==> config.mk <==
export PLATFORM = sky130hd
export DESIGN_NAME = io_type_out
export DESIGN_NICKNAME = d
export VERILOG_FILES = /design/src/rtl/io_type_out.sv
export SDC_FILE = /design/constraint.sdc
export NUM_CORES = 1
export LEC_CHECK = 0
export ABC_CLOCK_PERIOD_IN_PS = 3150
export CORE_MARGIN = 2
export CORE_UTILIZATION = 54
export CTS_CLUSTER_SIZE = 10
export DETAILED_ROUTE_END_ITERATION = 6
export HOLD_SLACK_MARGIN = 0.06
export PLACE_DENSITY = 0.94
export SETUP_SLACK_MARGIN = 0.02
export SLEW_MARGIN = 25
export SYNTH_ARGS = -nofsm -noshare
export SYNTH_HDL_FRONTEND = slang
export SYNTH_SLANG_ARGS = --single-unit
==> constraint.sdc <==
create_clock -name CLOCK -period 3.15 [get_ports CLOCK]
set_input_delay 0.63 -clock CLOCK [delete_from_list [all_inputs] [get_ports CLOCK]]
set_output_delay 0.63 -clock CLOCK [all_outputs]
set_load 0.1 [all_outputs]
==> src/rtl/io_type_out.sv <==
// Slow-output typewriter stage: turns OF character-class decodes into a paced
// character handshake. Optional odd parity on TW_CODE when G15_TYPE_PARITY_EN is defined.
module io_type_out #(
  parameter int HOLD_CYCLES = 16
) (
  input  logic       CLOCK,
  input  logic       rst_n,
  input  logic       TF,
  input  logic       SLOW_OUT,
  input  logic       OG,
  input  logic       OF1,
  input  logic       DIGIT_OF,
  input  logic       SIGN_OF,
  input  logic       CR_TAB_OF,
  input  logic       WAIT_OF,
  input  logic [3:0] OB_DIGIT,
  input  logic       SIGN_NEG,
  input  logic       READY,
  input  logic       TW_READY,
  output logic [5:0] TW_CODE,
  output logic       TW_VALID,
  output logic       TW_PAR,
  output logic       TYPE_FB,
  output logic       TW_BUSY,
  output logic       TW_OVERRUN
);

  localparam logic [2:0] S_IDLE = 3'd0;
  localparam logic [2:0] S_LOAD = 3'd1;
  localparam logic [2:0] S_SEND = 3'd2;
  localparam logic [2:0] S_HOLD = 3'd3;
  localparam logic [2:0] S_DONE = 3'd4;

  localparam logic [1:0] C_DIGIT = 2'd0;
  localparam logic [1:0] C_SIGN  = 2'd1;
  localparam logic [1:0] C_CRTAB = 2'd2;
  localparam logic [1:0] C_WAIT  = 2'd3;

  localparam logic [7:0] HOLD_LD = 8'(HOLD_CYCLES - 1);
  // WAIT skips the SEND handshake; one extra pacing cycle keeps its TYPE_FB
  // aligned with a character accepted on its first SEND cycle.
  localparam logic [7:0] WAIT_LD = 8'(HOLD_CYCLES);

  logic [2:0] state_q, state_d;
  logic [7:0] cnt_q, cnt_d;
  logic [5:0] code_q, code_d;
  logic [1:0] cls_q, cls_d;
  logic [3:0] dig_q, dig_d;
  logic       neg_q, neg_d;
  logic       of1_q, of1_d;
  logic       ovr_q, ovr_d;
  logic       req;
  logic [1:0] cls_sel;

  assign req = TF & SLOW_OUT & OG & (DIGIT_OF | SIGN_OF | CR_TAB_OF | WAIT_OF);

  always_comb begin
    cls_sel = C_DIGIT;
    if (WAIT_OF)        cls_sel = C_WAIT;
    else if (CR_TAB_OF) cls_sel = C_CRTAB;
    else if (SIGN_OF)   cls_sel = C_SIGN;
  end

  always_comb begin
    state_d = state_q;
    cnt_d   = cnt_q;
    code_d  = code_q;
    cls_d   = cls_q;
    dig_d   = dig_q;
    neg_d   = neg_q;
    of1_d   = of1_q;
    ovr_d   = ovr_q;
    case (state_q)
      S_IDLE: begin
        if (req) begin
          cls_d   = cls_sel;
          dig_d   = OB_DIGIT;
          neg_d   = SIGN_NEG;
          of1_d   = OF1;
          state_d = S_LOAD;
        end
      end
      S_LOAD: begin
        case (cls_q)
          C_DIGIT: code_d = {2'b00, dig_q};
          C_SIGN:  code_d = neg_q ? 6'h2D : 6'h20;
          C_CRTAB: code_d = of1_q ? 6'h0D : 6'h09;
          default: code_d = code_q;
        endcase
        if (cls_q == C_WAIT) begin
          state_d = S_HOLD;
          cnt_d   = WAIT_LD;
        end else begin
          state_d = S_SEND;
        end
      end
      S_SEND: begin
        if (TW_READY) begin
          state_d = S_HOLD;
          cnt_d   = HOLD_LD;
        end
      end
      S_HOLD: begin
        if (cnt_q == 8'd0) state_d = S_DONE;
        else               cnt_d   = cnt_q - 8'd1;
      end
      S_DONE:  state_d = S_IDLE;
      default: state_d = S_IDLE;
    endcase
    if (req && state_q != S_IDLE) ovr_d = 1'b1;
    // Cancel wins over everything, including a request in the same cycle.
    if (READY) begin
      state_d = S_IDLE;
      cnt_d   = 8'd0;
      code_d  = code_q;
      cls_d   = cls_q;
      dig_d   = dig_q;
      neg_d   = neg_q;
      of1_d   = of1_q;
      ovr_d   = 1'b0;
    end
  end

  always_ff @(posedge CLOCK or negedge rst_n) begin
    if (!rst_n) begin
      state_q <= S_IDLE;
      cnt_q   <= 8'd0;
      code_q  <= 6'h00;
      cls_q   <= C_DIGIT;
      dig_q   <= 4'h0;
      neg_q   <= 1'b0;
      of1_q   <= 1'b0;
      ovr_q   <= 1'b0;
    end else begin
      state_q <= state_d;
      cnt_q   <= cnt_d;
      code_q  <= code_d;
      cls_q   <= cls_d;
      dig_q   <= dig_d;
      neg_q   <= neg_d;
      of1_q   <= of1_d;
      ovr_q   <= ovr_d;
    end
  end

`ifdef G15_TYPE_PARITY_EN
  logic par_q;
  always_ff @(posedge CLOCK or negedge rst_n) begin
    if (!rst_n) par_q <= 1'b0;
    else        par_q <= ~^code_d;
  end
  assign TW_PAR = par_q;
`else
  assign TW_PAR = 1'b0;
`endif

  assign TW_CODE    = code_q;
  assign TW_VALID   = (state_q == S_SEND);
  assign TYPE_FB    = (state_q == S_DONE) & ~READY;
  assign TW_BUSY    = (state_q != S_IDLE);
  assign TW_OVERRUN = ovr_q;

endmodule

==> results.toml, run 1 <==
[timing]
finalSetupViolCount = 0
slew_headroom_pct = 49.7
final.period_utilization_pct = 77.1
report.final.slew_viol_count = 0
fin_crit_ns = 2.43
max_slew.worst_pin.slew_ns = 0.752
clock.fmax_mhz = 412
rsz0062_at_grt = "no"
final_hold_viol_count = 0
post-route-worst-setup-slack_ns = 0.720
fin_setup_tns_ns = 0
timing.clock.skew_ns = 0.0130
hold_ws_ns = 0.514

[finish]
post_route_cells_drive_above_1_share_pct = 16.0
layoutNonFillerInstCount = 192
post-route-util_pct = 67.3
final_net_count = 185
nFillCells = 178
post-route-cell-area_mm2 = 0.00164
area_growth_syn_to_layout_pct = 21.0
antenna_cells_inserted = 0

[synthesis]
synth_cell_types = 35
netlist_area_mm2 = 0.00135
synth_area_per_cell_um2 = 9.87
flops_latches_synth = 25
synth-seq-area-share_pct = 46.3
yosys_warnings = 0
syn_inst = 137

[clock_tree]
clockRootBuffer = "sky130_fd_sc_hd__clkbuf_4"
numCtsBuffers = 3
clock_latency_at_the_later_pin_of_the_worst_skew_pair_ns = 0.34
cts_sinks = 25
cts_post_setup_buffers_inserted = 0
clock_path_buffers = 2
cts.clk_slew.worst_paths_ns = 0.12
cts_resized = 0
cts-htree-levels = 1
cts-hold-fix-buffers = 0
tritoncts = "built"

[critical_path]
worstPathBufferInverterCount = 3
timing.critical_path.max_delay_family = "buffers and inverters"
timing.critical_path.fanout_max = 7
critical_path.slowest_cell = "sky130_fd_sc_hd__clkdlybuf4s50_1"
worst_setup_end_kind = "output pin"
critical_path_arrival_ns = 1.80
worst-setup-path-type = "input pin to output pin"
timing.critical_path.from_type = "input pin"
timing.critical_path.required_ns = 2.52
peak_per_stage_delay_on_the_critical_path_ns = 0.52
worstPathCellList = "clkdlybuf4s50_1, inv_1, and3_1, buf_12"

[floorplanning]
die-height_um = 54.0
design.portCount = 28
core_area_mm2 = 0.00243
placementRows = 18
start_util_pct = 55.6
floorplan.die_area_mm2 = 0.00292
floorplan.die.width_um = 54.0

[job]
maxCapViolCount = 0

[placement]
dp_worst_setup_slack_ns = 0.476
placedInstanceArea_mm2 = 0.00161
place_inst = 188
port_buffers = 25
gp_congestion = 0.840
hpwl_mm = 2.24

[global_route]
globalRouteOverflowTotal = 0
pin_count_of_the_biggest_net_entering_global_routing = 26
via_count_of_the_first_global_routing_pass = 1049
grt_use_total_pct = 22.6
grt_antenna_before_repair = 0
grt_pass1_wl_mm = 4.56

[routing]
routed_wire_length_per_instance_um = 15.3
route.detailed.drc = 0
totalWireLength_mm = 2.94
vias = 1152
via_cell_ratio = 6.00
antenna_left = 0
pre_repair_dr_iteration_count = 6
drt_iter0_markers = 39

[pwr]
ir_drop_mv = 0.606
power.density_cell_area_mw_per_mm2 = 665
total_power_mw = 1.09
total_leakage_power_nw = 0.736

[worst_hold_path]
min-delay-path-class = "register to register"

[outcome]
outcome = "finished clean"
==> state kept, by name, summed over array words and instances (netlist names) <==
name        flops
TW_CODE         5
neg_q           1
cls_q           2
TW_OVERRUN      1
of1_q           1
state_q         3
cnt_q           8
dig_q           4
==> worst paths after layout <==
check / startpoint / to / slack, ns / depth (start not counted)
min in group asynchronous: rst_n / cnt_q[1] / 0.63 / 2
setup reg to reg: cnt_q[0] / cnt_q[0] / 0.91 / 6
hold / removal: TW_CODE[1] / TW_CODE[1] / 0.51 / 2
hold reg to reg: TW_CODE[1] / TW_CODE[1] / 0.51 / 2
setup / recovery: READY / TYPE_FB / 0.72 / 4
max in group asynchronous: rst_n / TW_CODE[0] / 2.27 / 2
==> power breakdown <==
group	switching, mW	leakage [nW]	internal [mW]
logic	0.335	0.400	0.153
clock network	0.0985	0.0150	0.0498
registers	0.0610	0.321	0.390
==> cell families after synthesis <==
kind of cell    after synthesis  synth area share (%)
compound gates               30                  14.5
fa+ha+maj                     5                  4.63
buf+inv                      13                  4.25
flops                        25                  46.3
mux                          13                  10.5
other cells                   1                 0.277
simple gates                 50                  19.6
==> cells in the final DEF (no fill, tap or decap), types with 4 or more instances in the layout <==
cell type	synthesis	layout
sky130_fd_sc_hd__a21oi_1	7	7
sky130_fd_sc_hd__nand2_1	10	10
sky130_fd_sc_hd__nor2_1	12	12
sky130_fd_sc_hd__mux2_2	9	9
sky130_fd_sc_hd__nand3_1	4	4
sky130_fd_sc_hd__ha_1	5	5
sky130_fd_sc_hd__clkdlybuf4s50_1	0	16
sky130_fd_sc_hd__dfrtp_1	25	25
sky130_fd_sc_hd__or4_1	4	4
sky130_fd_sc_hd__inv_1	6	6
sky130_fd_sc_hd__buf_4	2	9
sky130_fd_sc_hd__mux2i_1	4	4
sky130_fd_sc_hd__o31ai_1	5	5
sky130_fd_sc_hd__o21ai_0	7	7
==> Yosys cell counts <==
library cell	n	area, µm²
sky130_fd_sc_hd__a22oi_1	1	7.51
sky130_fd_sc_hd__or4_1	4	30.0
sky130_fd_sc_hd__ha_1	5	62.6
sky130_fd_sc_hd__nor3_1	2	10.0
sky130_fd_sc_hd__o221ai_1	1	8.76
sky130_fd_sc_hd__nor2_1	12	45.0
sky130_fd_sc_hd__dfrtp_1	25	626
sky130_fd_sc_hd__mux2i_1	4	40.0
sky130_fd_sc_hd__o21ai_0	7	35.0
sky130_fd_sc_hd__a31oi_1	1	6.26
sky130_fd_sc_hd__inv_2	1	3.75
sky130_fd_sc_hd__a21oi_1	7	35.0
sky130_fd_sc_hd__and3_1	2	12.5
sky130_fd_sc_hd__nand3_1	4	20.0
sky130_fd_sc_hd__o31ai_1	5	37.5
sky130_fd_sc_hd__nand2b_1	3	18.8
sky130_fd_sc_hd__nor4_1	3	18.8
sky130_fd_sc_hd__nor4bb_1	2	20.0
sky130_fd_sc_hd__clkbuf_1	3	11.3
sky130_fd_sc_hd__or3_1	1	6.26
sky130_fd_sc_hd__a21o_1	1	7.51
sky130_fd_sc_hd__nand4_1	1	6.26
sky130_fd_sc_hd__o21bai_1	1	7.51
sky130_fd_sc_hd__or2_2	2	12.5
sky130_fd_sc_hd__buf_4	2	15.0
sky130_fd_sc_hd__conb_1	1	3.75
sky130_fd_sc_hd__a211oi_1	3	22.5
sky130_fd_sc_hd__a41oi_1	2	17.5
sky130_fd_sc_hd__nor2b_1	2	12.5
sky130_fd_sc_hd__buf_2	1	5.00
sky130_fd_sc_hd__nor3b_1	2	15.0
sky130_fd_sc_hd__nand2_1	10	37.5
sky130_fd_sc_hd__o221a_2	1	11.3
sky130_fd_sc_hd__inv_1	6	22.5
sky130_fd_sc_hd__mux2_2	9	101
==> worst reg2reg max path: cells and delay by family (launching register included) <==
kind | cells | cell delay (ns)
adders and majority gates | 1 | 0.16
muxes | 1 | 0.35
buffers and inverters | 1 | 0.07
DFF | 1 | 0.45
and+or+nand+nor | 3 | 1.10
==> routing by layer <==
metal / routed length [µm] / vias to the layer above / track usage [%] / part of all wire (%)
li1: - / 549 / - / -
met1: 1130 / 540 / 25.8 / 38
met2: 1540 / 56 / 39.6 / 52
met3: 193 / 7 / 3.33 / 6.6
met4: 76 / 0 / 13.3 / 2.6
met5: 0 / - / 0 / 0
==> cell type report <==
cell class / count / area, µm² / share of cell area [%]
Inverter: 7 / 26.3 / 1.61
Sequential cell: 25 / 626 / 38.2
Timing Repair Buffer: 26 / 248 / 15.1
Multi-Input combinational cell: 100 / 673 / 41.1
Tap cell: 30 / 37.5 / 2.29
Clock buffer: 4 / 26.3 / 1.61
Note: power is estimated with default switching activity, not from simulation.
==> run 2, diff against run 1 <==
--- a/config.mk
+++ b/config.mk
@@ -5,13 +5,13 @@
 export SDC_FILE = /design/constraint.sdc
 export NUM_CORES = 1
 export LEC_CHECK = 0
-export ABC_CLOCK_PERIOD_IN_PS = 3150
+export ABC_CLOCK_PERIOD_IN_PS = 2020
 export CORE_MARGIN = 2
-export CORE_UTILIZATION = 54
+export CORE_UTILIZATION = 45
 export CTS_CLUSTER_SIZE = 10
 export DETAILED_ROUTE_END_ITERATION = 6
 export HOLD_SLACK_MARGIN = 0.06
-export PLACE_DENSITY = 0.94
+export PLACE_DENSITY = 0.84
 export SETUP_SLACK_MARGIN = 0.02
 export SLEW_MARGIN = 25
 export SYNTH_ARGS = -nofsm -noshare
==> constraint.sdc (replaced) <==
create_clock -name CLOCK -period 2.02 [get_ports CLOCK]
set_input_delay 0.404 -clock CLOCK [delete_from_list [all_inputs] [get_ports CLOCK]]
set_output_delay 0.404 -clock CLOCK [all_outputs]
set_load 0.1 [all_outputs]
==> run 2 against run 1 <==
Core utilization down 0.78 points. Clock-buffer cell count fell by 1. Global-route usage fell by 1.9 points. Final area grew 14%. Highest routed layer unchanged. Via count is 5.4% higher. Clock skew up 0.0041 ns. Routed wire length is 12% higher. Die area increased by 18%.
==> results.toml, run 2 (synthesis gave the netlist of run 1 again) <==
[global_route]
globalRouteOverflowTotal = 0
grt_antenna_before_repair = 0
pin_count_of_the_biggest_net_entering_global_routing = 26
grt_use_total_pct = 20.6
grt_pass1_wl_mm = 5.45
via_count_of_the_first_global_routing_pass = 1230

[pwr]
total_power_mw = 1.83
power.net_switching_mw = 0.816
power.density_cell_area_mw_per_mm2 = 979
p_clk_share_pct = 13.2
ir_drop_mv = 0.611
comb_power_share_pct = 48.8
seqPwrFrac_pct = 37.9
total_leakage_power_nw = 0.848
swShare_pct = 44.7
internal-power_mw = 1.01

[critical_path]
worstPathBufferInverterCount = 0
reg2reg_from = "cnt_q[3]"
timing.critical_path.fanout_max = 2
critical_path_arrival_ns = 2.27
timing.critical_path.from_type = "register"
critical_path.slowest_cell = "sky130_fd_sc_hd__or4_4"
worst_r2r_endpoint = "cnt_q[7]"
worst_setup_end_kind = "register"
worst-r2r-setup-slack_ns = 0.02
timing.reg2reg.worst_path_depth = 4
timing.critical_path.required_ns = 2.29
timing.critical_path.max_delay_family = "simple AND/OR/NAND/NOR gates"
cpMostUsedCell = "sky130_fd_sc_hd__or4_4"
worstPathCellList = "or4_4, or4_4, or4_4, a21oi_2"
worst-setup-path-type = "register to register"
peak_per_stage_delay_on_the_critical_path_ns = 0.56

[placement]
port_buffers = 25
place_inst = 209
gp_congestion = 0.836
hpwl_mm = 2.48

[timing]
clock.fmax_mhz = 499
timing.clock.skew_ns = 0.0171
final_hold_viol_count = 0
final.period_utilization_pct = 99.2
rsz0062_at_grt = "yes"
finalSetupViolCount = 0
report.final.slew_viol_count = 0
max_slew.worst_pin.slew_ns = 0.501
slew_headroom_pct = 66.3
fin_crit_ns = 2.00

[floorplanning]
die-height_um = 58.8
floorplan.die_area_mm2 = 0.00346
start_util_pct = 48.2
placementRows = 19
core_area_mm2 = 0.00281
design.portCount = 28
floorplan.die.width_um = 58.8

[routing]
wl_met3_um = 138
top_signal_layer_used = "met4"
antenna_left = 0
routed_wire_length_per_instance_um = 15.4
drt_iter0_markers = 25
routed_length_on_met1_mm = 1.39
via_cell_ratio = 5.70
totalWireLength_mm = 3.29
vias = 1214
route.detailed.drc = 0
pre_repair_dr_iteration_count = 4
met2_wl_post_dr_mm = 1.69

[finish]
layoutNonFillerInstCount = 213
largest_register_ffs = 8
area_growth_syn_to_layout_pct = 37.9
post_route_cells_drive_above_1_share_pct = 31.3
largest_register = "cnt_q"
final_net_count = 205
antenna_cells_inserted = 0
most-common-layout-cells = "sky130_fd_sc_hd__buf_4, sky130_fd_sc_hd__dfrtp_1, sky130_fd_sc_hd__clkdlybuf4s50_1, sky130_fd_sc_hd__nor2_1, sky130_fd_sc_hd__nand2_1"
layout_commonest_cell = "sky130_fd_sc_hd__buf_4"

[clock_tree]
cts-htree-levels = 1
cts_post_setup_buffers_inserted = 0
clockRootBuffer = "sky130_fd_sc_hd__clkbuf_4"
cts.clk_slew.worst_paths_ns = 0.16
cts_sinks = 25
clock_latency_at_the_later_pin_of_the_worst_skew_pair_ns = 0.34
clock_path_buffers = 2
tritoncts = "built"
numCtsBuffers = 3

[worst_hold_path]
min-delay-path-class = "input pin to async pin"

[job]
maxCapViolCount = 0

[outcome]
outcome = "finished clean"
[run 2: cell types whose count changed in the layout (fill, tap and decap cells not counted), sizes merged]
cell,change
buf,+20
clkbuf,-1
clkinvlp,+1
[run 2: worst max path at each step]
stage / from / end / slack, ns / cells after the start
2_1_floorplan: cnt_q[1] / cnt_q[7] / 0.11 / 4
3_3_place_gp: READY / cnt_q[6] / -0.02 / 7
3_5_place_dp: SIGN_OF / dig_q[0] / -0.08 / 5
4_1_cts: cnt_q[1] / cnt_q[7] / 0.01 / 4
5_1_grt: cnt_q[3] / cnt_q[7] / -0.02 / 4
6_report: cnt_q[3] / cnt_q[7] / 0.02 / 4
[run 2: power groups by stage]
stage | clock network (mW) | registers [mW] | logic, mW
floorplan | 0 | 0.925 | 0.355
global placement | 0 | 0.693 | 0.822
detailed placement | 0 | 0.702 | 0.847
CTS | 0.241 | 0.692 | 0.859
global route | 0.266 | 0.712 | 0.943
finish | 0.242 | 0.693 | 0.892
[run 2: layout make-up]
| cell class | instances | area [µm²] |
|---|---|---|
| clock inverter | 1 | 7.51 |
| clock buffer | 3 | 22.5 |
| timing repair buffer | 46 | 427 |
| inverter | 7 | 26.3 |
| tap | 31 | 38.8 |
| fill | 219 | 940 |
| sequential | 25 | 626 |
| multi-input combinational | 100 | 718 |
[run 2: worst reg2reg max path, cell delays in order (launching register included)]
cell	delay, ns
sky130_fd_sc_hd__dfrtp_1	0.41
sky130_fd_sc_hd__or4_4	0.56
sky130_fd_sc_hd__or4_4	0.43
sky130_fd_sc_hd__or4_4	0.43
sky130_fd_sc_hd__a21oi_2	0.12
[run 2: per-stage QoR]
stage | utilization (%) | cell area, µm² | TNS, ns | worst slack, ns | hold slack (ns)
after floorplan | - | 1360 | 0 | 0.107 | 0.108
after global placement | 63.8 | 1790 | -0.0174 | -0.0174 | 0.466
after detailed placement | 63.8 | 1790 | -0.729 | -0.0826 | 0.483
after CTS | 65.2 | 1830 | 0 | 0.0117 | 0.417
after global routing | 66.5 | 1870 | -0.0477 | -0.0247 | 0.419
final | 66.5 | 1870 | 0 | 0.0154 | 0.402
[run 2: what timing repair did]
action / in CTS / in global routing
endpoints found under the setup margin: 2 / 3
resized for setup: 2 / 9
hold buffers: 0 / 0
pin swaps: 0 / 2
[run 2: layer usage]
| layer | up-vias | global-route usage (%) |
|---|---|---|
| li1 | 584 | - |
| met1 | 588 | 26.8 |
| met2 | 35 | 34.4 |
| met3 | 7 | 2.20 |
| met4 | 0 | 9.74 |
| met5 | - | 0 |
